**config.mk**
```make
export PLATFORM = sky130hd
export DESIGN_NAME = ram_arbiter_flat
export DESIGN_NICKNAME = d
export VERILOG_FILES = /design/src/rtl/ram_arb_pkg.sv /design/src/rtl/ram_arbiter_if.sv /design/src/rtl/ram_arb_pick.sv /design/src/rtl/ram_arbiter.sv /design/src/flat_wrapper.sv
export SDC_FILE = /design/constraint.sdc
export NUM_CORES = 1
export LEC_CHECK = 0
export CORE_MARGIN = 2
export CORE_UTILIZATION = 60
export CTS_CLUSTER_DIAMETER = 150
export DETAILED_ROUTE_END_ITERATION = 6
export DONT_BUFFER_PORTS = 1
export PLACE_DENSITY = 0.8
export SYNTH_ARGS = -nofsm -noshare
export SYNTH_HDL_FRONTEND = slang
export SYNTH_SLANG_ARGS = --single-unit
```
**constraint.sdc**
```tcl
create_clock -name mclk -period 2.2 [get_ports mclk]
set_clock_uncertainty 0.05 [all_clocks]
set_input_delay 0.66 -clock mclk [delete_from_list [all_inputs] [get_ports mclk]]
set_output_delay 0.66 -clock mclk [all_outputs]
set_load 0.02 [all_outputs]
```
**src/rtl/ram_arb_pkg.sv**
```systemverilog
// ram_arb_pkg: shared types and defaults for the two-port RAM arbiter.
// Holds the FSM state enum, port count and default hold/gap lengths.
package ram_arb_pkg;

    typedef enum logic [1:0] {
        IDLE,
        RD,
        WR,
        GAP
    } state_t;

    localparam int NPORT       = 2;
    localparam int RD_HOLD_DEF = 20;
    localparam int WR_HOLD_DEF = 20;
    localparam int GAP_CYC_DEF = 4;

    function automatic int max3(input int a, input int b, input int c);
        int m;
        m = (a > b) ? a : b;
        return (m > c) ? m : c;
    endfunction

endpackage

```
**src/rtl/ram_arbiter_if.sv**
```systemverilog
// ram_arbiter_if: requester and RAM-side bundle of the arbiter.
// slave = arbiter view, master = requesters/RAM view.
interface ram_arbiter_if;

    logic        req0;
    logic        we0;
    logic        byte0;
    logic [21:0] addr0;
    logic [15:0] wdata0;
    logic        ack0;
    logic [15:0] rdata0;

    logic        req1;
    logic        we1;
    logic        byte1;
    logic [21:0] addr1;
    logic [15:0] wdata1;
    logic        ack1;
    logic [15:0] rdata1;

    logic        ram_read;
    logic        ram_write;
    logic        ram_byte;
    logic [21:0] ram_addr;
    logic [15:0] ram_wdata;
    logic [15:0] ram_rdata;
    logic        init;
    logic        busy;

    modport slave (
        input  req0, we0, byte0, addr0, wdata0,
        input  req1, we1, byte1, addr1, wdata1,
        input  ram_rdata, init,
        output ack0, rdata0, ack1, rdata1,
        output ram_read, ram_write, ram_byte,
        output ram_addr, ram_wdata, busy
    );

    modport master (
        output req0, we0, byte0, addr0, wdata0,
        output req1, we1, byte1, addr1, wdata1,
        output ram_rdata, init,
        input  ack0, rdata0, ack1, rdata1,
        input  ram_read, ram_write, ram_byte,
        input  ram_addr, ram_wdata, busy
    );

endinterface

```
**src/rtl/ram_arb_pick.sv**
```systemverilog
// ram_arb_pick: combinational two-way grant selector.
// The pointer names the preferred port; a lone request always wins.
module ram_arb_pick
    import ram_arb_pkg::*;
(
    input  logic [NPORT-1:0] i_req,
    input  logic             i_ptr,
    output logic             o_idx,
    output logic             o_valid
);

    // Preferred port first, otherwise the other one.
    always_comb begin
        o_valid = |i_req;
        o_idx   = 1'b0;
        if (i_req[i_ptr])
            o_idx = i_ptr;
        else if (i_req[~i_ptr])
            o_idx = ~i_ptr;
    end

endmodule

```
**src/rtl/ram_arbiter.sv**
```systemverilog
// ram_arbiter: two-port PSRAM arbiter (DCJ11 CPU / Apple II bus).
// Define RAM_ARB_RR_EN for round-robin ties; default is port 0 priority.
module ram_arbiter
    import ram_arb_pkg::*;
#(
    parameter int RD_HOLD = RD_HOLD_DEF,
    parameter int WR_HOLD = WR_HOLD_DEF,
    parameter int GAP_CYC = GAP_CYC_DEF
) (
    input  logic          mclk,
    input  logic          rst,
    ram_arbiter_if.slave  bus
);

    localparam int MAXC  = max3(RD_HOLD, WR_HOLD, GAP_CYC);
    localparam int CNT_W = (MAXC > 1) ? $clog2(MAXC) : 1;

    state_t             r_state;
    state_t             w_next;
    logic [CNT_W-1:0]   r_cnt;
    logic               r_owner;
    logic               r_ack0;
    logic               r_ack1;
    logic [15:0]        r_rdata0;
    logic [15:0]        r_rdata1;
    logic               r_ram_byte;
    logic [21:0]        r_ram_addr;
    logic [15:0]        r_ram_wdata;

    logic [NPORT-1:0]   w_req;
    logic               w_ptr;
    logic               w_idx;
    logic               w_valid;
    logic               w_grant;
    logic               w_we;
    logic               w_rd_last;
    logic               w_wr_last;
    logic               w_gap_last;
    logic               w_ram_read;
    logic               w_ram_write;
    logic               w_busy;

    assign w_req      = {bus.req1, bus.req0};
    assign w_grant    = (r_state == IDLE) && bus.init && w_valid;
    assign w_we       = w_idx ? bus.we1 : bus.we0;
    assign w_rd_last  = (r_state == RD)
                      && (r_cnt == CNT_W'(RD_HOLD - 1));
    assign w_wr_last  = (r_state == WR)
                      && (r_cnt == CNT_W'(WR_HOLD - 1));
    assign w_gap_last = (r_state == GAP)
                      && (r_cnt == CNT_W'(GAP_CYC - 1));

    ram_arb_pick u_pick (
        .i_req   (w_req),
        .i_ptr   (w_ptr),
        .o_idx   (w_idx),
        .o_valid (w_valid)
    );

`ifdef RAM_ARB_RR_EN
    logic r_rr;
    assign w_ptr = r_rr;

    // Prefer the port not served by the latest grant.
    always_ff @(posedge mclk) begin
        if (rst)
            r_rr <= 1'b0;
        else if (w_grant)
            r_rr <= ~w_idx;
    end
`else
    assign w_ptr = 1'b0;
`endif

    // State register.
    always_ff @(posedge mclk) begin
        if (rst)
            r_state <= IDLE;
        else
            r_state <= w_next;
    end

    // Next-state logic.
    always_comb begin
        w_next = r_state;
        unique case (r_state)
            IDLE: if (w_grant) w_next = w_we ? WR : RD;
            RD:   if (w_rd_last) w_next = GAP;
            WR:   if (w_wr_last) w_next = GAP;
            GAP:  if (w_gap_last) w_next = IDLE;
            default: w_next = IDLE;
        endcase
    end

    // Strobes and busy decode straight from the state.
    always_comb begin
        w_ram_read  = 1'b0;
        w_ram_write = 1'b0;
        w_busy      = (r_state != IDLE);
        unique case (r_state)
            RD:      w_ram_read  = 1'b1;
            WR:      w_ram_write = 1'b1;
            default: ;
        endcase
    end

    // Shared hold/gap counter, cleared on every state change.
    always_ff @(posedge mclk) begin
        if (rst)
            r_cnt <= '0;
        else if (w_next != r_state)
            r_cnt <= '0;
        else if (r_state != IDLE)
            r_cnt <= r_cnt + 1'b1;
    end

    // Capture the winner's request on the grant edge.
    always_ff @(posedge mclk) begin
        if (rst) begin
            r_owner     <= 1'b0;
            r_ram_byte  <= 1'b0;
            r_ram_addr  <= '0;
            r_ram_wdata <= '0;
        end else if (w_grant) begin
            r_owner     <= w_idx;
            r_ram_byte  <= w_idx ? bus.byte1  : bus.byte0;
            r_ram_addr  <= w_idx ? bus.addr1  : bus.addr0;
            r_ram_wdata <= w_idx ? bus.wdata1 : bus.wdata0;
        end
    end

    // Completion pulse and read-data capture for the owner only.
    always_ff @(posedge mclk) begin
        if (rst) begin
            r_ack0   <= 1'b0;
            r_ack1   <= 1'b0;
            r_rdata0 <= '0;
            r_rdata1 <= '0;
        end else begin
            r_ack0 <= (w_rd_last || w_wr_last) && !r_owner;
            r_ack1 <= (w_rd_last || w_wr_last) &&  r_owner;
            if (w_rd_last && !r_owner)
                r_rdata0 <= bus.ram_rdata;
            if (w_rd_last && r_owner)
                r_rdata1 <= bus.ram_rdata;
        end
    end

    assign bus.ram_read  = w_ram_read;
    assign bus.ram_write = w_ram_write;
    assign bus.busy      = w_busy;
    assign bus.ram_byte  = r_ram_byte;
    assign bus.ram_addr  = r_ram_addr;
    assign bus.ram_wdata = r_ram_wdata;
    assign bus.ack0      = r_ack0;
    assign bus.ack1      = r_ack1;
    assign bus.rdata0    = r_rdata0;
    assign bus.rdata1    = r_rdata1;

endmodule

```
**src/flat_wrapper.sv**
```systemverilog
// flat-port wrapper written by rule: the top's interface ports become plain ports
module ram_arbiter_flat import ram_arb_pkg::*;
#(
    parameter int RD_HOLD = RD_HOLD_DEF,
    parameter int WR_HOLD = WR_HOLD_DEF,
    parameter int GAP_CYC = GAP_CYC_DEF
)
  (mclk, rst, bus_req0, bus_we0, bus_byte0, bus_addr0, bus_wdata0, bus_req1, bus_we1, bus_byte1, bus_addr1, bus_wdata1, bus_ram_rdata, bus_init, bus_ack0, bus_rdata0, bus_ack1, bus_rdata1, bus_ram_read, bus_ram_write, bus_ram_byte, bus_ram_addr, bus_ram_wdata, bus_busy);
  ram_arbiter_if bus_i ();
  input  logic mclk;
  input  logic rst;
  input wire logic [$bits(bus_i.req0)-1:0] bus_req0;
  input wire logic [$bits(bus_i.we0)-1:0] bus_we0;
  input wire logic [$bits(bus_i.byte0)-1:0] bus_byte0;
  input wire logic [$bits(bus_i.addr0)-1:0] bus_addr0;
  input wire logic [$bits(bus_i.wdata0)-1:0] bus_wdata0;
  input wire logic [$bits(bus_i.req1)-1:0] bus_req1;
  input wire logic [$bits(bus_i.we1)-1:0] bus_we1;
  input wire logic [$bits(bus_i.byte1)-1:0] bus_byte1;
  input wire logic [$bits(bus_i.addr1)-1:0] bus_addr1;
  input wire logic [$bits(bus_i.wdata1)-1:0] bus_wdata1;
  input wire logic [$bits(bus_i.ram_rdata)-1:0] bus_ram_rdata;
  input wire logic [$bits(bus_i.init)-1:0] bus_init;
  output wire logic [$bits(bus_i.ack0)-1:0] bus_ack0;
  output wire logic [$bits(bus_i.rdata0)-1:0] bus_rdata0;
  output wire logic [$bits(bus_i.ack1)-1:0] bus_ack1;
  output wire logic [$bits(bus_i.rdata1)-1:0] bus_rdata1;
  output wire logic [$bits(bus_i.ram_read)-1:0] bus_ram_read;
  output wire logic [$bits(bus_i.ram_write)-1:0] bus_ram_write;
  output wire logic [$bits(bus_i.ram_byte)-1:0] bus_ram_byte;
  output wire logic [$bits(bus_i.ram_addr)-1:0] bus_ram_addr;
  output wire logic [$bits(bus_i.ram_wdata)-1:0] bus_ram_wdata;
  output wire logic [$bits(bus_i.busy)-1:0] bus_busy;
  assign bus_i.req0 = bus_req0;
  assign bus_i.we0 = bus_we0;
  assign bus_i.byte0 = bus_byte0;
  assign bus_i.addr0 = bus_addr0;
  assign bus_i.wdata0 = bus_wdata0;
  assign bus_i.req1 = bus_req1;
  assign bus_i.we1 = bus_we1;
  assign bus_i.byte1 = bus_byte1;
  assign bus_i.addr1 = bus_addr1;
  assign bus_i.wdata1 = bus_wdata1;
  assign bus_i.ram_rdata = bus_ram_rdata;
  assign bus_i.init = bus_init;
  assign bus_ack0 = bus_i.ack0;
  assign bus_rdata0 = bus_i.rdata0;
  assign bus_ack1 = bus_i.ack1;
  assign bus_rdata1 = bus_i.rdata1;
  assign bus_ram_read = bus_i.ram_read;
  assign bus_ram_write = bus_i.ram_write;
  assign bus_ram_byte = bus_i.ram_byte;
  assign bus_ram_addr = bus_i.ram_addr;
  assign bus_ram_wdata = bus_i.ram_wdata;
  assign bus_busy = bus_i.busy;
  ram_arbiter #(.RD_HOLD(RD_HOLD), .WR_HOLD(WR_HOLD), .GAP_CYC(GAP_CYC)) u_core (.mclk(mclk), .rst(rst), .bus(bus_i));
endmodule
```
* Yosys cells after proc, flatten, opt, wreduce, memory -nomap -nowiden
Cells that the tools add are included.
Word-level totals: memories kept 0, bits in read-only memories 0, memory bits (writable) 0, bits in latches 0, logic and storage cells 46, register bits after elaboration 81, output and inout port bits 76
Cells by class: divide/modulo/power cells 0, $add $sub $neg 1, equal/unequal tests 6, multiplexer cells 14, order comparisons 0, bitwise operators 0, shift operators 0, reduce and logical (&&, ||, !) cells 15, multipliers 0
Operators with widths (number):
- 22-bit two-way mux | 1
- 16-bit two-way mux | 1
- 2-bit two-way mux | 5
- 1-bit logical AND | 9
- 2-bit case mux with 4 select lines | 1
- 1-bit two-way mux | 6
- 5-bit by 1-bit adder with 5-bit output, second input constant | 1
- 5-bit by 2-bit == test with 1-bit output, second input constant | 1
- 5-bit == test, second input constant | 1
- 2-bit == test, second input constant | 2
- 2-bit OR reduction | 2
- 2-bit by 1-bit == test with 1-bit output, second input constant | 1
- 2-bit logical NOT | 1
- 2-bit inequality test | 1
- 2-bit nonzero test | 1
- 1-bit logical NOT | 1
- 1-bit logical OR | 1

* Longest topological paths before layout
word-level depth 8, mapped depth 8, mapped depth without buffers 5

* By module
Synthesis repeated with hierarchy kept, for this count alone.
Unflattened totals: cells, all modules 354, area, all modules 3583.4 um^2
By module, submodules not included:
- ram_arbiter | area an instance 3565.9 um^2, instances 1, seq. area each 1621.6 um^2, cells each 351
- ram_arb_pick | area an instance 17.5 um^2, instances 1, seq. area each 0.0 um^2, cells each 3

* Worst setup path before layout
No wires, ideal clock.
kind in2reg, from in bus_req0, to reg u_core.r_ram_wdata[2], in the netlist u_core.bus.ram_wdata[2], path slack 0.522 ns, buffers on the path 2, arrival time 1.482 ns, data required time 2.004 ns, cell stages on the path 5, cells stage by stage nand2b_1 -> clkbuf_1 -> buf_2 -> mux2i_1 -> a211oi_2
Between the ends: cells in the longest elaborated chain, start to end 2
Ends and longest elaborated chain:
- start, declared | RTL line flat_wrapper.sv:12 | input wire logic [$bits(bus_i.req0)-1:0] bus_req0;
- 1-bit two-way mux / 2-bit OR reduction (equally long branches) | RTL line ram_arb_pick.sv:16, ram_arb_pick.sv:14
- 16-bit two-way mux / 1-bit logical AND (equally long branches) | RTL line ram_arbiter.sv:128, ram_arbiter.sv:44
- end signal, assigned | RTL line ram_arbiter.sv:128 | r_ram_wdata <= w_idx ? bus.wdata1 : bus.wdata0;
- end, declared | RTL line ram_arbiter.sv:28 | logic [15:0] r_ram_wdata;
Parallel ways exist; a longest one is shown, timed or not. A chain may end at the register's enable or synchronous reset.

* Worst setup path after layout
from reg u_core.r_state[1], to out bus_ram_write
Between the ends: cells in the longest elaborated chain, start to end 2
Ends and longest elaborated chain:
- start, declared | RTL line ram_arbiter.sv:18 | state_t r_state;
- start signal, assigned | RTL line ram_arbiter.sv:80 | r_state <= w_next;
- 2-bit == test | RTL line ram_arbiter.sv:100 | unique case (r_state)
- 1-bit two-way mux | RTL line ram_arbiter.sv:100
- end, declared | RTL line flat_wrapper.sv:29 | output wire logic [$bits(bus_i.ram_write)-1:0] bus_ram_write;
No other way between the ends.

==> results.toml <==
[worst_setup_path]
worst_flop_to_flop_path_startpoint = "u_core.r_state[1]$_SDFF_PP0_"
critPathCaptureType = "primary output"
critical_path.max_stage_delay_ns = 0.49
ff2ff_path_depth = 5
timing.critical_path.cells = "nor2b_1"
worstSetupPathDepth = 1
setup.worst_path.start_class = "flip-flop"
critical_path_fanout_max = 10
critPathRequiredTime_ns = 1.49
worstSetupPathType = "reg2out"
setup.worst_path.end = "bus_ram_write"
timing.reg2reg.setup_slack_ns = 0.35
reg2reg_to = "u_core.bus.ram_addr[14]$_SDFFE_PP0N_"
worst_ep_arrival_time_ns = 1.30
worstSetupStartpoint = "u_core.r_state[1]$_SDFF_PP0_"
critical-path-top-delay-family = "simple AND/OR/NAND/NOR gates"
path_buf_inv = 0
critical-path-slowest-cell = "sky130_fd_sc_hd__nor2b_1"

[layout]
fill_cells = 452
sequential_cell_area_um2 = 1620
synthToLayoutAreaGrowth_pct = 5.01
core_utilization_of_the_finished_layout_pct = 66.4
antenna_cells_inserted = 0
final_net_count = 453
layout_commonest_cell = "sky130_fd_sc_hd__dfxtp_1"
multiInputGateArea_um2 = 1700
final_area_um2 = 3700
leading_cell_types_in_the_layout_fill_and_taps_excluded = "sky130_fd_sc_hd__dfxtp_1 (81), sky130_fd_sc_hd__nor2_1 (61), sky130_fd_sc_hd__mux2i_1 (60)"
fin_cells = 428
drive_above_1_share_pct = 12.9

[die]
initial_utilization_pct = 63.2
die_height_um = 80.6
core_area_um2 = 5570
io_pins = 177
fp.dieArea_um2 = 6500
chip_width_um = 80.6
rows = 27

[logic_synthesis]
ff_latch_count_synth = 81
synth.distinct_cells = 35
synth_area_per_cell_um2 = 9.73
synth_sequential_area_ratio_pct = 46.0
synth.cell_area_um2 = 3520
synth.yosys.warnings = 0
postSynthNetCount = 464
synth_top_area_cell = "sky130_fd_sc_hd__dfxtp_1"
synthesis.instances = 362
synth_top_area_share_pct = 46.0
yosys-top-cells-area = "sky130_fd_sc_hd__dfxtp_1 (46%), sky130_fd_sc_hd__mux2i_1 (17%), sky130_fd_sc_hd__nor2_1 (6.5%), sky130_fd_sc_hd__a211oi_2 (6.4%), sky130_fd_sc_hd__a211oi_1 (4.5%)"

[detailed_routing]
via_count = 2488
routed_wirelength_um = 6980
wl_per_cell_um = 16.3
ant_nets = 0
viasPerCell = 5.81
dr.pass1.iters = 4
drt-initial-drc-count = 102
drc_errors = 0

[placed_design]
place_hpwl_um = 5020
place.gp.congestion = 0.815
port_buffers = 0
detailed_place.area_um2 = 3510
place.detailed.instances = 412

[grt]
grt_max_degree = 80
grt_remaining_overflow = 0
vias_in_the_first_global_route = 2381
grt_pass1_wl_um = 10800
grt.total_usage_pct = 21.6
grt_antenna_before_repair = 0

[power]
power.leakage_nw = 1.45
power_per_cell_area_nw_per_um2 = 816
max-vdd-ir-drop_mv = 0.539

[clock_network]
post_cts_buffers = 0
path_clk_slew_ns = 0.08
clock_path_buffers = 2
ctsResizeCount = 0
cts_tree = "built"
cts_made_buffers = 9
hold_buffer_count_at_cts = 0
htree_num_levels = 3
clock_insertion_delay_worst_skew_ns = 0.33
cts_root_buffer = "sky130_fd_sc_hd__clkbuf_8"
tritoncts_num_sinks = 81

[timing]
timing.hold.ws_ns = 0.338
post-route-period-util_pct = 91.3
post-route-min-period_ns = 2.01
worst_slew_pin_slew_ns = 0.520
final-setup-viol-count = 0
relSlewSlack_pct = 65.3
unrepaired_setup_endpoints_after_global_routing = "false"
max_clock_freq_mhz = 498
final-hold-violation-count = 0
totalNegativeSetupSlack_ns = 0
report.final.slew_viol_count = 0

[worst_hold_path]
worstHoldPathType = "in2reg"

[run]
cap_viol_max_count = 0

[outcome]
run_status = "completed"
-- cell families after synthesis --
kind of cell	share of synthesized area [%]
and+or+nand+nor	14.8
buffers and inverters	5.89
AOI/OAI and AO/OA	15.1
DFF	46.0
adders and majority gates	0.355
muxes	17.0
xor gates and xnor gates	0.746
-- cell usage after synthesis --
library cell                number
sky130_fd_sc_hd__o21ai_0         2
sky130_fd_sc_hd__a21oi_1        21
sky130_fd_sc_hd__a211oi_1       21
sky130_fd_sc_hd__a21o_1          1
sky130_fd_sc_hd__or2_1           1
sky130_fd_sc_hd__nand2_1        38
sky130_fd_sc_hd__buf_8           1
sky130_fd_sc_hd__nand4_1         2
sky130_fd_sc_hd__nor2_4          1
sky130_fd_sc_hd__a211oi_2       18
sky130_fd_sc_hd__buf_4           7
sky130_fd_sc_hd__clkbuf_1       12
sky130_fd_sc_hd__dfxtp_1        81
sky130_fd_sc_hd__nor4b_1         1
sky130_fd_sc_hd__buf_2           7
sky130_fd_sc_hd__nor2b_1         1
sky130_fd_sc_hd__inv_1           1
sky130_fd_sc_hd__nand4bb_1       1
sky130_fd_sc_hd__a311o_1         1
sky130_fd_sc_hd__xor2_1          2
sky130_fd_sc_hd__nor3b_4         1
sky130_fd_sc_hd__nor3b_2         1
sky130_fd_sc_hd__and2b_1         1
sky130_fd_sc_hd__buf_6           5
sky130_fd_sc_hd__xnor2_1         1
sky130_fd_sc_hd__and4_1          1
sky130_fd_sc_hd__nand2b_1        3
sky130_fd_sc_hd__nand3_1         1
sky130_fd_sc_hd__mux2i_1        60
sky130_fd_sc_hd__nor2_1         61
sky130_fd_sc_hd__nor3_1          2
sky130_fd_sc_hd__nor4_1          2
sky130_fd_sc_hd__a22o_1          1
sky130_fd_sc_hd__o2111ai_1       1
sky130_fd_sc_hd__ha_1            1
-- power breakdown --
group	switching [W]	total [W]	internal, W	leakage, nW
Clock	0.000500	0.00102	0.000523	0.0933
Sequential	0.000147	0.00169	0.00154	0.661
Combinational	0.000167	0.000304	0.000137	0.696
Total	0.000815	0.00302	0.00220	1.45
-- sequential cells by signal (all words and copies together), names as in the netlist --
signal and cells:
u_core.bus.ram_addr 22, u_core.bus.ack0 1, u_core.bus.ram_byte 1, u_core.bus.ack1 1
u_core.r_cnt 5, u_core.r_state 2, u_core.bus.rdata0 16, u_core.r_owner 1
u_core.bus.rdata1 16, u_core.bus.ram_wdata 16
-- metal layers --
layer	up-vias	GRT usage (%)	wire length (µm)	share of wire [%]
met5	-	0	0	0
met4	0	7.29	85	1.2
met3	8	10.0	710	10
met2	111	37.3	3500	50
met1	1124	23.4	2690	38
li1	1245	-	-	-
-- through the flow --
stage / total power [W] / setup slack [ns]
floorplan: 0.00201 / 0.522
global placement: 0.00202 / 0.387
detailed placement: 0.00203 / 0.349
CTS: 0.00306 / 0.161
global route: 0.00317 / 0.102
finish: 0.00302 / 0.191
-- final cells by class --
type | instances | area share [%]
Multi-Input combinational cell | 248 | 45.9
Sequential cell | 81 | 43.8
Clock buffer | 11 | 3.55
Timing Repair Buffer | 10 | 2.71
Tap cell | 72 | 2.43
Clock inverter | 5 | 1.52
Inverter | 1 | 0.101
-- worst min-delay path by stage --
stage	start	endpoint	depth (start not counted)
after floorplan	u_core.r_cnt[1]$_SDFFE_PP0P_	u_core.r_cnt[1]$_SDFFE_PP0P_	2
after global placement	u_core.r_cnt[1]$_SDFFE_PP0P_	u_core.r_cnt[1]$_SDFFE_PP0P_	2
after detailed placement	u_core.bus.rdata1[5]$_SDFFE_PP0P_	u_core.bus.rdata1[5]$_SDFFE_PP0P_	2
after CTS	rst	u_core.bus.ram_addr[20]$_SDFFE_PP0N_	1
after global routing	rst	u_core.bus.ram_wdata[2]$_SDFFE_PP0N_	1
final	rst	u_core.bus.ram_addr[20]$_SDFFE_PP0N_	1
Power figures use the tool's default switching activity.
